<file path="src/rtl/nlx_sram_pkg.sv">
// -----------------------------------------------------------------------------
// nlx_sram_pkg
// Shared definitions for the two-requester SRAM arbiter:
//   - default address / data / byte-enable widths
//   - req_t : one requester command {we, addr, wdata} at default widths
//   - tag_t : per-command tracking tag carried down the read-latency pipeline
// -----------------------------------------------------------------------------
package nlx_sram_pkg;

  localparam int ADDR_W_DEF = 16;
  localparam int DATA_W_DEF = 32;
  localparam int BE_W_DEF   = DATA_W_DEF / 8;

  // A command as issued by a requester; we == '0 marks a read.
  typedef struct packed {
    logic [BE_W_DEF-1:0]   we;
    logic [ADDR_W_DEF-1:0] addr;
    logic [DATA_W_DEF-1:0] wdata;
  } req_t;

  // Tracking tag: slot occupied, command was a read, originating requester.
  typedef struct packed {
    logic valid;
    logic is_read;
    logic id;
  } tag_t;

endpackage

</file>
<file path="src/rtl/nlx_rr_arb2.sv">
// -----------------------------------------------------------------------------
// nlx_rr_arb2
// Two-way round-robin arbiter. A lone request always wins; on contention the
// requester not granted most recently wins. The pointer moves only on a grant.
//   clk, rst  : clock, synchronous active-high reset (pointer favours req 0)
//   req[1:0]  : request vector
//   advance   : a grant was taken this cycle; update the pointer
//   gnt[1:0]  : one-hot grant, purely a function of req and the pointer
// -----------------------------------------------------------------------------
module nlx_rr_arb2 (
  input  logic       clk,
  input  logic       rst,
  input  logic [1:0] req,
  input  logic       advance,
  output logic [1:0] gnt
);

  // ptr == 0 favours requester 0, ptr == 1 favours requester 1.
  logic ptr;

  always_comb begin
    // NOTE: gnt is assigned a default before the case so every path drives
    // it and no latch is inferred.
    gnt = 2'b00;
    unique case (req)
      2'b01:   gnt = 2'b01;
      2'b10:   gnt = 2'b10;
      2'b11:   gnt = ptr ? 2'b10 : 2'b01;
      default: gnt = 2'b00;
    endcase
  end

  always_ff @(posedge clk) begin
    if (rst) begin
      ptr <= 1'b0;
    end else if (advance && (gnt != 2'b00)) begin
      // Favour whichever requester did not just win.
      ptr <= ~gnt[1];
    end
  end

endmodule

</file>
<file path="src/rtl/nlx_sram_arb.sv">
// -----------------------------------------------------------------------------
// nlx_sram_arb
// Arbitrates two requesters onto one single-port SRAM, one command per cycle
// with no bubbles. The accepted command is registered onto the SRAM pins for
// the following cycle. Reads are tracked through a tag shift register of depth
// 1+RD_LAT and return, in acceptance order, to the originating requester as a
// one-cycle rsp_valid pulse with registered data. Writes return nothing.
//   clk, rst         : clock, synchronous active-high reset
//   req_valid/ready  : per-requester command handshake (ready = grant)
//   req_we/addr/wdata: per-requester command; req_we == 0 is a read
//   rsp_valid/rdata  : per-requester read response (no back-pressure)
//   sram_we/addr/wdata, sram_rdata : SRAM interface
// Parameters: ADDR_W, DATA_W, RD_LAT (SRAM read latency, legal 1..4).
// -----------------------------------------------------------------------------
module nlx_sram_arb
  import nlx_sram_pkg::*;
#(
  parameter  int ADDR_W = ADDR_W_DEF,
  parameter  int DATA_W = DATA_W_DEF,
  parameter  int RD_LAT = 1,
  localparam int BE_W   = DATA_W / 8
) (
  input  logic                   clk,
  input  logic                   rst,
  input  logic [1:0]             req_valid,
  output logic [1:0]             req_ready,
  input  logic [1:0][BE_W-1:0]   req_we,
  input  logic [1:0][ADDR_W-1:0] req_addr,
  input  logic [1:0][DATA_W-1:0] req_wdata,
  output logic [1:0]             rsp_valid,
  output logic [1:0][DATA_W-1:0] rsp_rdata,
  output logic [BE_W-1:0]        sram_we,
  output logic [ADDR_W-1:0]      sram_addr,
  output logic [DATA_W-1:0]      sram_wdata,
  input  logic [DATA_W-1:0]      sram_rdata
);

  logic [1:0]      gnt;
  logic            accept;
  logic            wid;
  tag_t [RD_LAT:0] pipe;
  tag_t            tail;

  // Requests are masked during reset so nothing is granted or accepted.
  nlx_rr_arb2 u_arb (
    .clk     (clk),
    .rst     (rst),
    .req     (req_valid & {2{~rst}}),
    .advance (accept),
    .gnt     (gnt)
  );

  // No back-pressure from the SRAM: a grant is an acceptance.
  assign req_ready = gnt;
  assign accept    = |gnt;
  assign wid       = gnt[1];

  // SRAM command register: drive the accepted command for exactly one cycle;
  // when idle, deassert we but keep addr/wdata stable.
  always_ff @(posedge clk) begin
    // NOTE: sequential state uses non-blocking assignments so every flop
    // samples pre-edge values regardless of statement order.
    if (rst) begin
      sram_we    <= '0;
      sram_addr  <= '0;
      sram_wdata <= '0;
    end else if (accept) begin
      sram_we    <= req_we[wid];
      sram_addr  <= req_addr[wid];
      sram_wdata <= req_wdata[wid];
    end else begin
      sram_we    <= '0;
    end
  end

  // Tag pipeline: pipe[0] is loaded at the acceptance edge, so pipe[RD_LAT]
  // describes the command whose read data is on sram_rdata at the next edge.
  always_ff @(posedge clk) begin
    if (rst) begin
      pipe <= '0;
    end else begin
      pipe[0] <= '{valid:   accept,
                   is_read: accept && (req_we[wid] == '0),
                   id:      wid};
      for (int k = 1; k <= RD_LAT; k++) begin
        pipe[k] <= pipe[k-1];
      end
    end
  end

  assign tail = pipe[RD_LAT];

  // Response register: one-cycle valid pulse; data holds until the next
  // read response for that requester.
  always_ff @(posedge clk) begin
    if (rst) begin
      rsp_valid <= '0;
      rsp_rdata <= '0;
    end else begin
      rsp_valid <= '0;
      if (tail.valid && tail.is_read) begin
        rsp_valid[tail.id] <= 1'b1;
        rsp_rdata[tail.id] <= sram_rdata;
      end
    end
  end

endmodule

</file>
<file path="config.mk">
export PLATFORM = sky130hd
export DESIGN_NAME = nlx_sram_arb
export DESIGN_NICKNAME = d
export VERILOG_FILES = /design/src/rtl/nlx_sram_pkg.sv /design/src/rtl/nlx_rr_arb2.sv /design/src/rtl/nlx_sram_arb.sv
export SDC_FILE = /design/constraint.sdc
export NUM_CORES = 1
export LEC_CHECK = 0
export ABC_AREA = 1
export CAP_MARGIN = 25
export CELL_PAD_IN_SITES_DETAIL_PLACEMENT = 0
export CELL_PAD_IN_SITES_GLOBAL_PLACEMENT = 1
export CORE_ASPECT_RATIO = 1.4
export CORE_MARGIN = 5
export CORE_UTILIZATION = 25
export DETAILED_ROUTE_END_ITERATION = 10
export PLACE_DENSITY = 0.75
export SETUP_SLACK_MARGIN = 0.05
export SLEW_MARGIN = 10
export SYNTH_ARGS = -nofsm -noshare
export SYNTH_HDL_FRONTEND = slang
export SYNTH_HIERARCHICAL = 1
export SYNTH_SLANG_ARGS = --single-unit
export TNS_END_PERCENT = 10
</file>
<file path="constraint.sdc">
create_clock -name clk -period 1.88 [get_ports clk]
set_input_delay 0.188 -clock clk [delete_from_list [all_inputs] [get_ports clk]]
set_output_delay 0.188 -clock clk [all_outputs]
set_load 0.05 [all_outputs]
</file>
==> results.ini, run 1 <==
[route]
wirelength_mm = 19.3
drc = 0
dr.pass1.iters = 4
routedWlPerCell_um = 14.8
ant_nets = 0
drt_iter0_drc = 212
num_vias = 5627
viasPerCell = 4.32

[global_routing]
grt_pass1_vias = 5513
gr-total-overflow = 0
antenna_found_initial = 2
grt_pass1_wl_mm = 29.8
grt_use_total_pct = 15.4
grt_max_degree = 42

[timing]
tightest_slew_ns = 0.582
setup_tns_ns = 0
fmax_mhz = 563
finalHoldViolations = 0
post-route-period-util_pct = 94.5
final_max_slew_viol_count = 0
maxSlewHeadroom_pct = 61.1
finalClockSkew_ns = 0.00779
fin_crit_ns = 1.78
setup_violations = 0
rsz0062_at_grt = yes

[synthesis]
synth_cell_types = 18
ys_warn_count = 6
synth_nets = 919
syn_area_mm2 = 0.00532
netlist_instances = 779
avgSynthCellArea_um2 = 6.83
seq_area_frac_synth_pct = 47.0
ys_seq_elements = 125

[finish]
design_area_mm2 = 0.00890
layout_commonest_cell = clkdlybuf4s50_1
fin_nets = 1168
fill_cells = 2207
syn_to_final_growth_pct = 67.2
layout_common_cells = clkdlybuf4s50_1, nand2_1, dfxtp_1, nand3_1, inv_1
drive_above_1_share_pct = 7.01

[clock_network]
cts_setup_buffers = 0
cts_htree_levels = 4
insertion_delay_ns = 0.41
tritoncts = built
clock-sinks = 125
path_clk_slew_ns = 0.06
cts-root-buf = clkbuf_16
clockBufferDepth = 2
cts_buffers = 17
cts_hold_buf = 0

[floorplanning]
die_w_um = 133
core-area_mm2 = 0.0210
dieHeight_um = 183
num_io_pins = 260
core.rowCount = 63
dieArea_mm2 = 0.0244
start_util_pct = 25.3

[place]
routabilityCongestion = 0.766
port_buffers = 259
placed_area_mm2 = 0.00825
dp_hpwl_mm = 13.5

[worst_setup_path]
worstPathBufferInverterCount = 1
cp_data_arrival_time_ns = 1.59
start_kind = register
path_delay_family = buffers and inverters
path_class = reg -> out
slowest_stage = clkdlybuf4s50_1
crit_path_end_kind = output port
critPathMaxStageDelay_ns = 0.86
cp_cell_sequence = clkdlybuf4s50_1
crit_required_ns = 1.69
crit_fanout = 2

[run]
drv_cap = 0

[power_and_ir_drop]
p_per_area_mw_per_mm2 = 846
power.leakage_nw = 4.07
vdd_drop_max_uv = 569

[hold_path]
worstHoldPathType = in -> reg

[status]
status = finished, final reports clean

==> per-layer routing <==
metal	global-route usage, %	routed length (µm)	up-vias
li1	-	-	2909
met1	17.0	7770	2513
met2	26.9	9640	179
met3	5.65	1470	24
met4	5.89	409	2
met5	0	13	-
==> cell families after synthesis <==
kind of cell	share of synthesized area (%)
compound gates	3.41
buf+inv	12.4
flops	47.0
simple gates	37.2
==> sequential cells by signal, indices dropped and copies added, names as in the netlist <==
signal / count
rsp_valid: 2
sram_wdata: 32
sram_addr: 16
sram_we: 4
u_arb/ptr: 1
rsp_rdata: 64
pipe: 6
==> what timing repair did <==
action                                 CTS  global route
endpoints found under the hold margin    0             0
gates resized for setup                  0             1
setup endpoints to repair                0            11
==> through the flow <==
| step | power, W | utilization (%) | worst slack, ns | std cells | hold slack (ns) |
|---|---|---|---|---|---|
| 2_1_floorplan | 0.00353 | - | -0.106 | 779 | 0.257 |
| 3_3_place_gp | 0.00416 | 39.2 | 0.0158 | 1268 | 0.390 |
| 3_5_place_dp | 0.00416 | 39.2 | 0.00751 | 1268 | 0.396 |
| 4_1_cts | 0.00766 | 42.1 | 0.0586 | 1300 | 0.0965 |
| 5_1_grt | 0.00786 | 42.3 | 0.0304 | 1302 | 0.114 |
| 6_report | 0.00752 | 42.3 | 0.103 | 1302 | 0.109 |
==> final timing paths <==
path,from,end,slack (ns),cells past startpoint
setup / recovery,sram_wdata[20],sram_wdata[20],0.10,1
hold / removal,rst,rsp_rdata[38],0.11,2
setup reg to reg,pipe[4],rsp_rdata[46],0.45,5
hold reg to reg,pipe[2],pipe[5],0.40,2
==> area by class of cell <==
type / count / area (µm²) / share of cell area [%]
Timing Repair Buffer: 286 / 2900 / 32.6
Sequential cell: 125 / 2500 / 28.1
Multi-Input combinational cell: 501 / 2190 / 24.6
Clock buffer: 20 / 457 / 5.13
Inverter: 97 / 364 / 4.09
Tap cell: 260 / 325 / 3.66
Clock inverter: 12 / 160 / 1.80
Antenna cell: 1 / 2.50 / 0.0281
==> power breakdown <==
part           switching, W  internal, W
clock network       0.00126      0.00217
registers         0.0000463      0.00274
logic              0.000733     0.000577
total               0.00203      0.00549
==> Yosys cell counts, drive strengths merged <==
library cell	n	area (µm²)
a21boi	1	11.3
a21oi	33	165
buf	41	239
clkbuf	15	56.3
dfxtp	125	2500
inv	97	364
nand2	253	950
nand3	99	495
nand3b	1	20.0
nand4	32	200
nor2	81	314
o21ai	1	5.00
No activity file was read; power rests on OpenSTA's default activity.
==> run 2, diff against run 1 <==
- PLACE_DENSITY: 0.75 -> 0.9
==> run 2 against run 1 <==
Final cell count fell by 0.15%. Sequential share of layout area barely moved. Count of clock-buffer cells in the layout did not move. Sequential power barely moved. Largest cell class unchanged. Clock skew barely moved. Total power barely moved. Fmax fell by 0.68%. Critical path depth rose by 6. Combinational power barely moved. Register-to-register slack improved by 0.04 ns. Die area did not move.
==> results.ini, run 2 (synthesis gave the netlist of run 1 again) <==
[finish]
instances_no_fill = 1300  ; was 1302
layout_commonest_cell = clkdlybuf4s50_1  ; unchanged
fin_nets = 1167  ; was 1168
layout_common_cells = clkdlybuf4s50_1, nand2_1, dfxtp_1, nand3_1, inv_1  ; unchanged
syn_to_final_growth_pct = 67.4  ; was 67.2%
design_area_mm2 = 0.00891  ; was 0.00890 mm²
largest-register = rsp_rdata  ; unchanged
antenna_cells = 0  ; was 1
reg.largest.list = rsp_rdata: 64 flops, sram_wdata: 32 flops, sram_addr: 16 flops  ; unchanged
fill_cells = 2113  ; was 2207
largest_reg_flops = 64  ; unchanged
drive_above_1_share_pct = 7.02  ; was 7.01%

[place]
dp_hpwl_mm = 12.8  ; was 13.5 mm
placed_area_mm2 = 0.00829  ; was 0.00825 mm²
placed_cells = 1268  ; unchanged
routabilityCongestion = 0.790  ; was 0.766
port_buffers = 259  ; unchanged

[worst_setup_path]
start_kind = input pin  ; was register
slowest_stage = clkdlybuf4s50_1  ; unchanged
crit_fanout = 32  ; was 2
crit_required_ns = 1.69  ; about the same
path_class = in -> out  ; was reg -> out
cp_data_arrival_time_ns = 1.60  ; was 1.59 ns
crit_path_frequent_cell = buf_12
cp_cell_sequence = clkdlybuf4s50_1 > inv_1 > nor2_4 > a21boi_4 > buf_4 > buf_12 > buf_12  ; was clkdlybuf4s50_1
critPathMaxStageDelay_ns = 0.46  ; was 0.86 ns
crit_path_end_kind = output port  ; unchanged

[timing]
fmax_mhz = 559  ; was 563 MHz
rsz0062_at_grt = yes  ; unchanged
maxSlewHeadroom_pct = 63.0  ; was 61.1%
finalClockSkew_ns = 0.00775  ; was 0.00779 ns
final_max_slew_viol_count = 0  ; unchanged
hold_ws_ns = 0.181  ; was 0.109 ns
fin_crit_ns = 1.79  ; was 1.78 ns
tightest_slew_ns = 0.553  ; was 0.582 ns
post-route-period-util_pct = 95.2  ; was 94.5%
finalHoldViolations = 0  ; unchanged
setup_violations = 0  ; unchanged

[clock_network]
clockBufferDepth = 2  ; unchanged
insertion_delay_ns = 0.41  ; about the same
cts-root-buf = clkbuf_16  ; unchanged
cts_buffers = 17  ; unchanged
tritoncts = built  ; unchanged
clock-sinks = 125  ; unchanged
path_clk_slew_ns = 0.06  ; about the same
cts_htree_levels = 4  ; unchanged

[floorplanning]
dieArea_mm2 = 0.0244  ; unchanged
start_util_pct = 25.3  ; unchanged
core-area_mm2 = 0.0210  ; unchanged
die_w_um = 133  ; unchanged
dieHeight_um = 183  ; unchanged
num_io_pins = 260  ; unchanged
core.rowCount = 63  ; unchanged

[global_routing]
antenna_found_initial = 1  ; was 2
grt_pass1_vias = 5385  ; was 5513
grt_pass1_wl_mm = 28.2  ; was 29.8 mm
gr-total-overflow = 0  ; unchanged
grt_use_total_pct = 14.4  ; was 15.4%
grt_max_degree = 81  ; was 42

[route]
routedWlPerCell_um = 13.9  ; was 14.8 µm
viasPerCell = 4.31  ; was 4.32
drt_iter0_drc = 174  ; was 212
dr.pass1.iters = 4  ; unchanged
ant_nets = 0  ; unchanged
wirelength_mm = 18.1  ; was 19.3 mm
num_vias = 5607  ; was 5627
drc = 0  ; unchanged

[power_and_ir_drop]
power_w = 0.00752  ; about the same
p_per_area_mw_per_mm2 = 844  ; was 846 mW/mm²
vdd_drop_max_uv = 581  ; was 569 µV
power.leakage_nw = 4.04  ; was 4.07 nW

[run]
drv_cap = 0  ; unchanged

[hold_path]
worstHoldPathType = in -> reg  ; unchanged

[status]
status = finished, final reports clean  ; unchanged

## run 2: path summary, 6_finish.rpt
kind | from | end | slack [ns] | cells past startpoint
max | req_valid[0] | req_ready[0] | 0.09 | 7
min reg2reg | pipe[0] | pipe[3] | 0.40 | 2
min | rst | u_arb/ptr | 0.18 | 4
max reg2reg | u_arb/ptr | sram_addr[2] | 0.49 | 9
## run 2: through the flow
| stage | worst slack, ns | util [%] | setup TNS [ns] |
|---|---|---|---|
| 3_5_place_dp | -0.0326 | 39.4 | -0.288 |
| 3_3_place_gp | -0.0168 | 39.4 | -0.0424 |
| 4_1_cts | 0.0650 | 42.3 | 0 |
| 5_1_grt | 0.0198 | 42.3 | 0 |
| 6_report | 0.0910 | 42.3 | 0 |
| 2_1_floorplan | -0.106 | - | -5.12 |
## run 2: where the power goes
part	switching, W	internal [W]	leakage [nW]
logic	0.000726	0.000585	2.74
registers	0.0000459	0.00274	1.02
clock network	0.00125	0.00217	0.289
total	0.00202	0.00549	4.04
## run 2: routing by layer
metal  GRT usage [%]  wire length [µm]
met2            26.4              9130
met3            5.65              1480
met4            3.71               242
met1            15.5              7240
met5               0                 7
## run 2: timing repair
action | 4_1_cts | 5_1_grt
hold buffers | 0 | 0
resized for setup | 0 | 1
endpoints found under the setup margin | 0 | 3
hold endpoints to repair | 0 | 0
setup buffers | 0 | 0
## run 2: worst max-delay path, delay by kind of cell
family          cells  cell delay (ns)
simple gates        1             0.12
buf+inv             5             1.04
compound gates      1             0.23
## run 2: area by class of cell
class / instances / area, µm² / area share (%)
inverters: 97 / 364 / 4.09
repair buffers: 285 / 2910 / 32.7
clock buffers: 20 / 457 / 5.13
multi-input cells: 501 / 2190 / 24.5
clock inverters: 12 / 160 / 1.80
well taps: 260 / 325 / 3.65
flip-flops and latches: 125 / 2500 / 28.1
==> run 3, diff against run 2 <==
- CAP_MARGIN: 25 -> 5
- CORE_UTILIZATION: 25 -> 24
- PLACE_DENSITY: 0.9 -> 0.87
- SYNTH_HIERARCHICAL: 1 -> unset
==> run 3 against run 2 <==
Design area decreased by 6.0%. Count of clock-buffer cells in the layout decreased by 1. Hold slack improved by 0.20 ns. Utilization decreased by 0.27 points. Sequential power about the same. Highest routed layer is now met4.
==> results.ini, run 3 <==
[status]
status = finished, final reports clean  ; unchanged

[clock_network]
clock-sinks = 125  ; unchanged
insertion_delay_ns = 0.40  ; was 0.41 ns
cts-root-buf = clkbuf_16  ; unchanged
path_clk_slew_ns = 0.06  ; about the same
tritoncts = built  ; unchanged
cts_htree_levels = 4  ; unchanged
clockBufferDepth = 2  ; unchanged
cts_buffers = 17  ; unchanged

[global_routing]
gr-total-overflow = 0  ; unchanged
grt_max_degree = 77  ; was 81
grt_pass1_vias = 4801  ; was 5385
antenna_found_initial = 0  ; was 1
grt_use_total_pct = 13.8  ; was 14.4%
grt_pass1_wl_mm = 25.0  ; was 28.2 mm

[place]
placed_cells = 1094  ; was 1268
routabilityCongestion = 0.769  ; was 0.790
placed_area_mm2 = 0.00774  ; was 0.00829 mm²
dp_hpwl_mm = 11.9  ; was 12.8 mm
port_buffers = 259  ; unchanged

[worst_setup_path]
crit_path_end_kind = output port  ; unchanged
worstPathBufferInverterCount = 1  ; was 5
start_kind = register  ; was input pin
critPathMaxStageDelay_ns = 0.84  ; was 0.46 ns
worstReg2RegStart = pipe[5]  ; was u_arb/ptr
path_class = reg -> out  ; was in -> out
r2r_setup_slack_ns = 0.61  ; was 0.49 ns
crit_fanout = 2  ; was 32
reg2regPathDepth = 4  ; was 9
slowest_stage = clkdlybuf4s50_1  ; unchanged
r2r_end = rsp_rdata[41]  ; was sram_addr[2]
path_delay_family = buffers and inverters  ; unchanged
crit_end = rsp_rdata[23]  ; was req_ready[0]
crit_required_ns = 1.69  ; about the same
cp.depth = 1  ; was 7
cp-startpoint = rsp_rdata[23]  ; was req_valid[0]
cp_data_arrival_time_ns = 1.58  ; was 1.60 ns
cp_cell_sequence = clkdlybuf4s50_1  ; was clkdlybuf4s50_1 > inv_1 > nor2_4 > a21boi_4 > buf_4 > buf_12 > buf_12

[timing]
setup_tns_ns = 0  ; unchanged
maxSlewHeadroom_pct = 60.9  ; was 63.0%
final_max_slew_viol_count = 0  ; unchanged
fin_crit_ns = 1.77  ; was 1.79 ns
rsz0062_at_grt = no  ; was yes
post-route-period-util_pct = 94.0  ; was 95.2%
finalClockSkew_ns = 0.00595  ; was 0.00775 ns
finalHoldViolations = 0  ; unchanged
tightest_slew_ns = 0.586  ; was 0.553 ns
setup_violations = 0  ; unchanged
fmax_mhz = 566  ; was 559 MHz

[finish]
design_area_mm2 = 0.00838  ; was 0.00891 mm²
fill_cells = 1965  ; was 2113
layout_commonest_cell = clkdlybuf4s50_1  ; unchanged
regArea_mm2 = 0.00250  ; unchanged
fin_nets = 1001  ; was 1167
layout_common_cells = clkdlybuf4s50_1, nor2_1, dfxtp_1, o21ai_0, o21ai_1  ; was clkdlybuf4s50_1, nand2_1, dfxtp_1, nand3_1, inv_1
reg.largest.list = rsp_rdata: 64 flops, sram_wdata: 32 flops, sram_addr: 16 flops  ; unchanged
multi_input_area_mm2 = 0.00192  ; was 0.00219 mm²
largest_reg_flops = 64  ; unchanged
syn_to_final_growth_pct = 72.1  ; was 67.4%
antenna_cells = 0  ; unchanged
largest-register = rsp_rdata  ; unchanged
instances_no_fill = 1126  ; was 1300
drive_above_1_share_pct = 10.9  ; was 7.02%
final_util_pct = 42.1  ; was 42.3%

[floorplanning]
start_util_pct = 24.4  ; was 25.3%
core.rowCount = 61  ; was 63
dieHeight_um = 179  ; was 183 µm
core-area_mm2 = 0.0199  ; was 0.0210 mm²
dieArea_mm2 = 0.0233  ; was 0.0244 mm²
num_io_pins = 260  ; unchanged
die_w_um = 130  ; was 133 µm

[synthesis]
seq_area_frac_synth_pct = 51.4  ; was 47.0%
synth_most_common_cell = nor2_1  ; was nand2_1
yosys-top-cells-count = nor2_1, dfxtp_1, o21ai_0  ; was nand2_1, dfxtp_1, nand3_1
yosys.area.top_type = dfxtp_1  ; unchanged
ys.flop_type = dfxtp_1  ; unchanged
syn_area_mm2 = 0.00487  ; was 0.00532 mm²
netlist_instances = 608  ; was 779
ys_warn_count = 0  ; was 6
ys_seq_elements = 125  ; unchanged
avgSynthCellArea_um2 = 8.01  ; was 6.83 µm²
synthTopCellsByArea = dfxtp_1, nor2_1, nor3_2  ; was dfxtp_1, nand2_1, nand3_1
synth_cell_types = 21  ; was 18
async_reset_ff_share_pct = 0  ; unchanged
synth_nets = 748  ; was 919
yosys.area.top_type_share_pct = 51.4  ; was 47.0%
synth_edf_count = 0  ; unchanged

[route]
wirelength_mm = 16.1  ; was 18.1 mm
num_vias = 4765  ; was 5607
ant_nets = 0  ; unchanged
drc = 0  ; unchanged
viasPerCell = 4.23  ; was 4.31
routedWlPerCell_um = 14.3  ; was 13.9 µm
dr.pass1.iters = 5  ; was 4
drt_iter0_drc = 173  ; was 174

[power_and_ir_drop]
power.leakage_nw = 3.28  ; was 4.04 nW
vdd_drop_max_uv = 545  ; was 581 µV
power_w = 0.00756  ; was 0.00752 W
p_per_area_mw_per_mm2 = 902  ; was 844 mW/mm²

[run]
drv_cap = 0  ; unchanged

[hold_path]
worstHoldPathType = in -> reg  ; unchanged

==> run 3: cell count changes after synthesis, moves of 7 or more <==
cell / before / now
nand2_1: 253 / 17
nor2_1: 79 / 171
nand3_1: 99 / 9
o21ai_0: 1 / 61
o21ai_1: 0 / 50
inv_1: 95 / 48
nor3_2: 0 / 35
nand4_1: 32 / 0
buf_2: 23 / 13
nor3_1: 0 / 10
buf_6: 3 / 10
==> run 3: cell type report <==
cell class / instances / area share, %
clock inverters: 13 / 2.24
well taps: 252 / 3.76
multi-input cells: 390 / 22.9
inverters: 51 / 2.31
clock buffers: 19 / 5.41
flip-flops and latches: 125 / 29.9
repair buffers: 276 / 33.5
==> run 3: how the worst min path moves through the flow <==
stage | slack, ns | depth (start not counted) | to | from
2_1_floorplan | 0.29 | 1 | u_arb.ptr | req_valid[1]
3_3_place_gp | 0.40 | 2 | pipe[5] | pipe[2]
3_5_place_dp | 0.39 | 2 | pipe[3] | pipe[0]
4_1_cts | 0.36 | 3 | sram_wdata[18] | req_wdata[18]
5_1_grt | 0.38 | 3 | sram_wdata[27] | req_wdata[27]
6_report | 0.38 | 3 | sram_wdata[25] | req_wdata[25]
==> run 3: worst reg2reg max path, delay by kind of cell (launching register included) <==
kind            cells  cell delay, ns
compound gates      2            0.37
buf+inv             1            0.46
flops               1            0.31
simple gates        1            0.07
==> run 3: layer usage <==
layer,share of wire (%),GRT usage (%),vias up
li1,-,-,2464
met1,39,14.9,2105
met2,50,24.0,172
met3,9.1,5.15,24
met4,2.3,5.49,0
met5,0,0,-
==> run 3: cell families after synthesis <==
group / count (synthesis) / synth area share (%)
compound gates: 145 / 15.0
buf+inv: 93 / 9.33
flops: 125 / 51.4
simple gates: 245 / 24.2
==> run 3: what timing repair did <==
item,CTS,global route
setup endpoints to repair,1,1
buffers inserted,0,0
hold buffers,0,0
gates resized for setup,1,1
==> run 3: metrics by stage <==
step	hold slack (ns)	worst slack [ns]
global route	0.376	0.0545
detailed placement	0.394	0.212
global placement	0.396	0.214
CTS	0.356	0.0707
floorplan	0.288	0.554
finish	0.379	0.114
==> run 3: report_power, final <==
group	switching (W)	internal, W
Sequential	0.0000459	0.00275
Clock	0.00125	0.00230
Combinational	0.000675	0.000546
Total	0.00197	0.00559
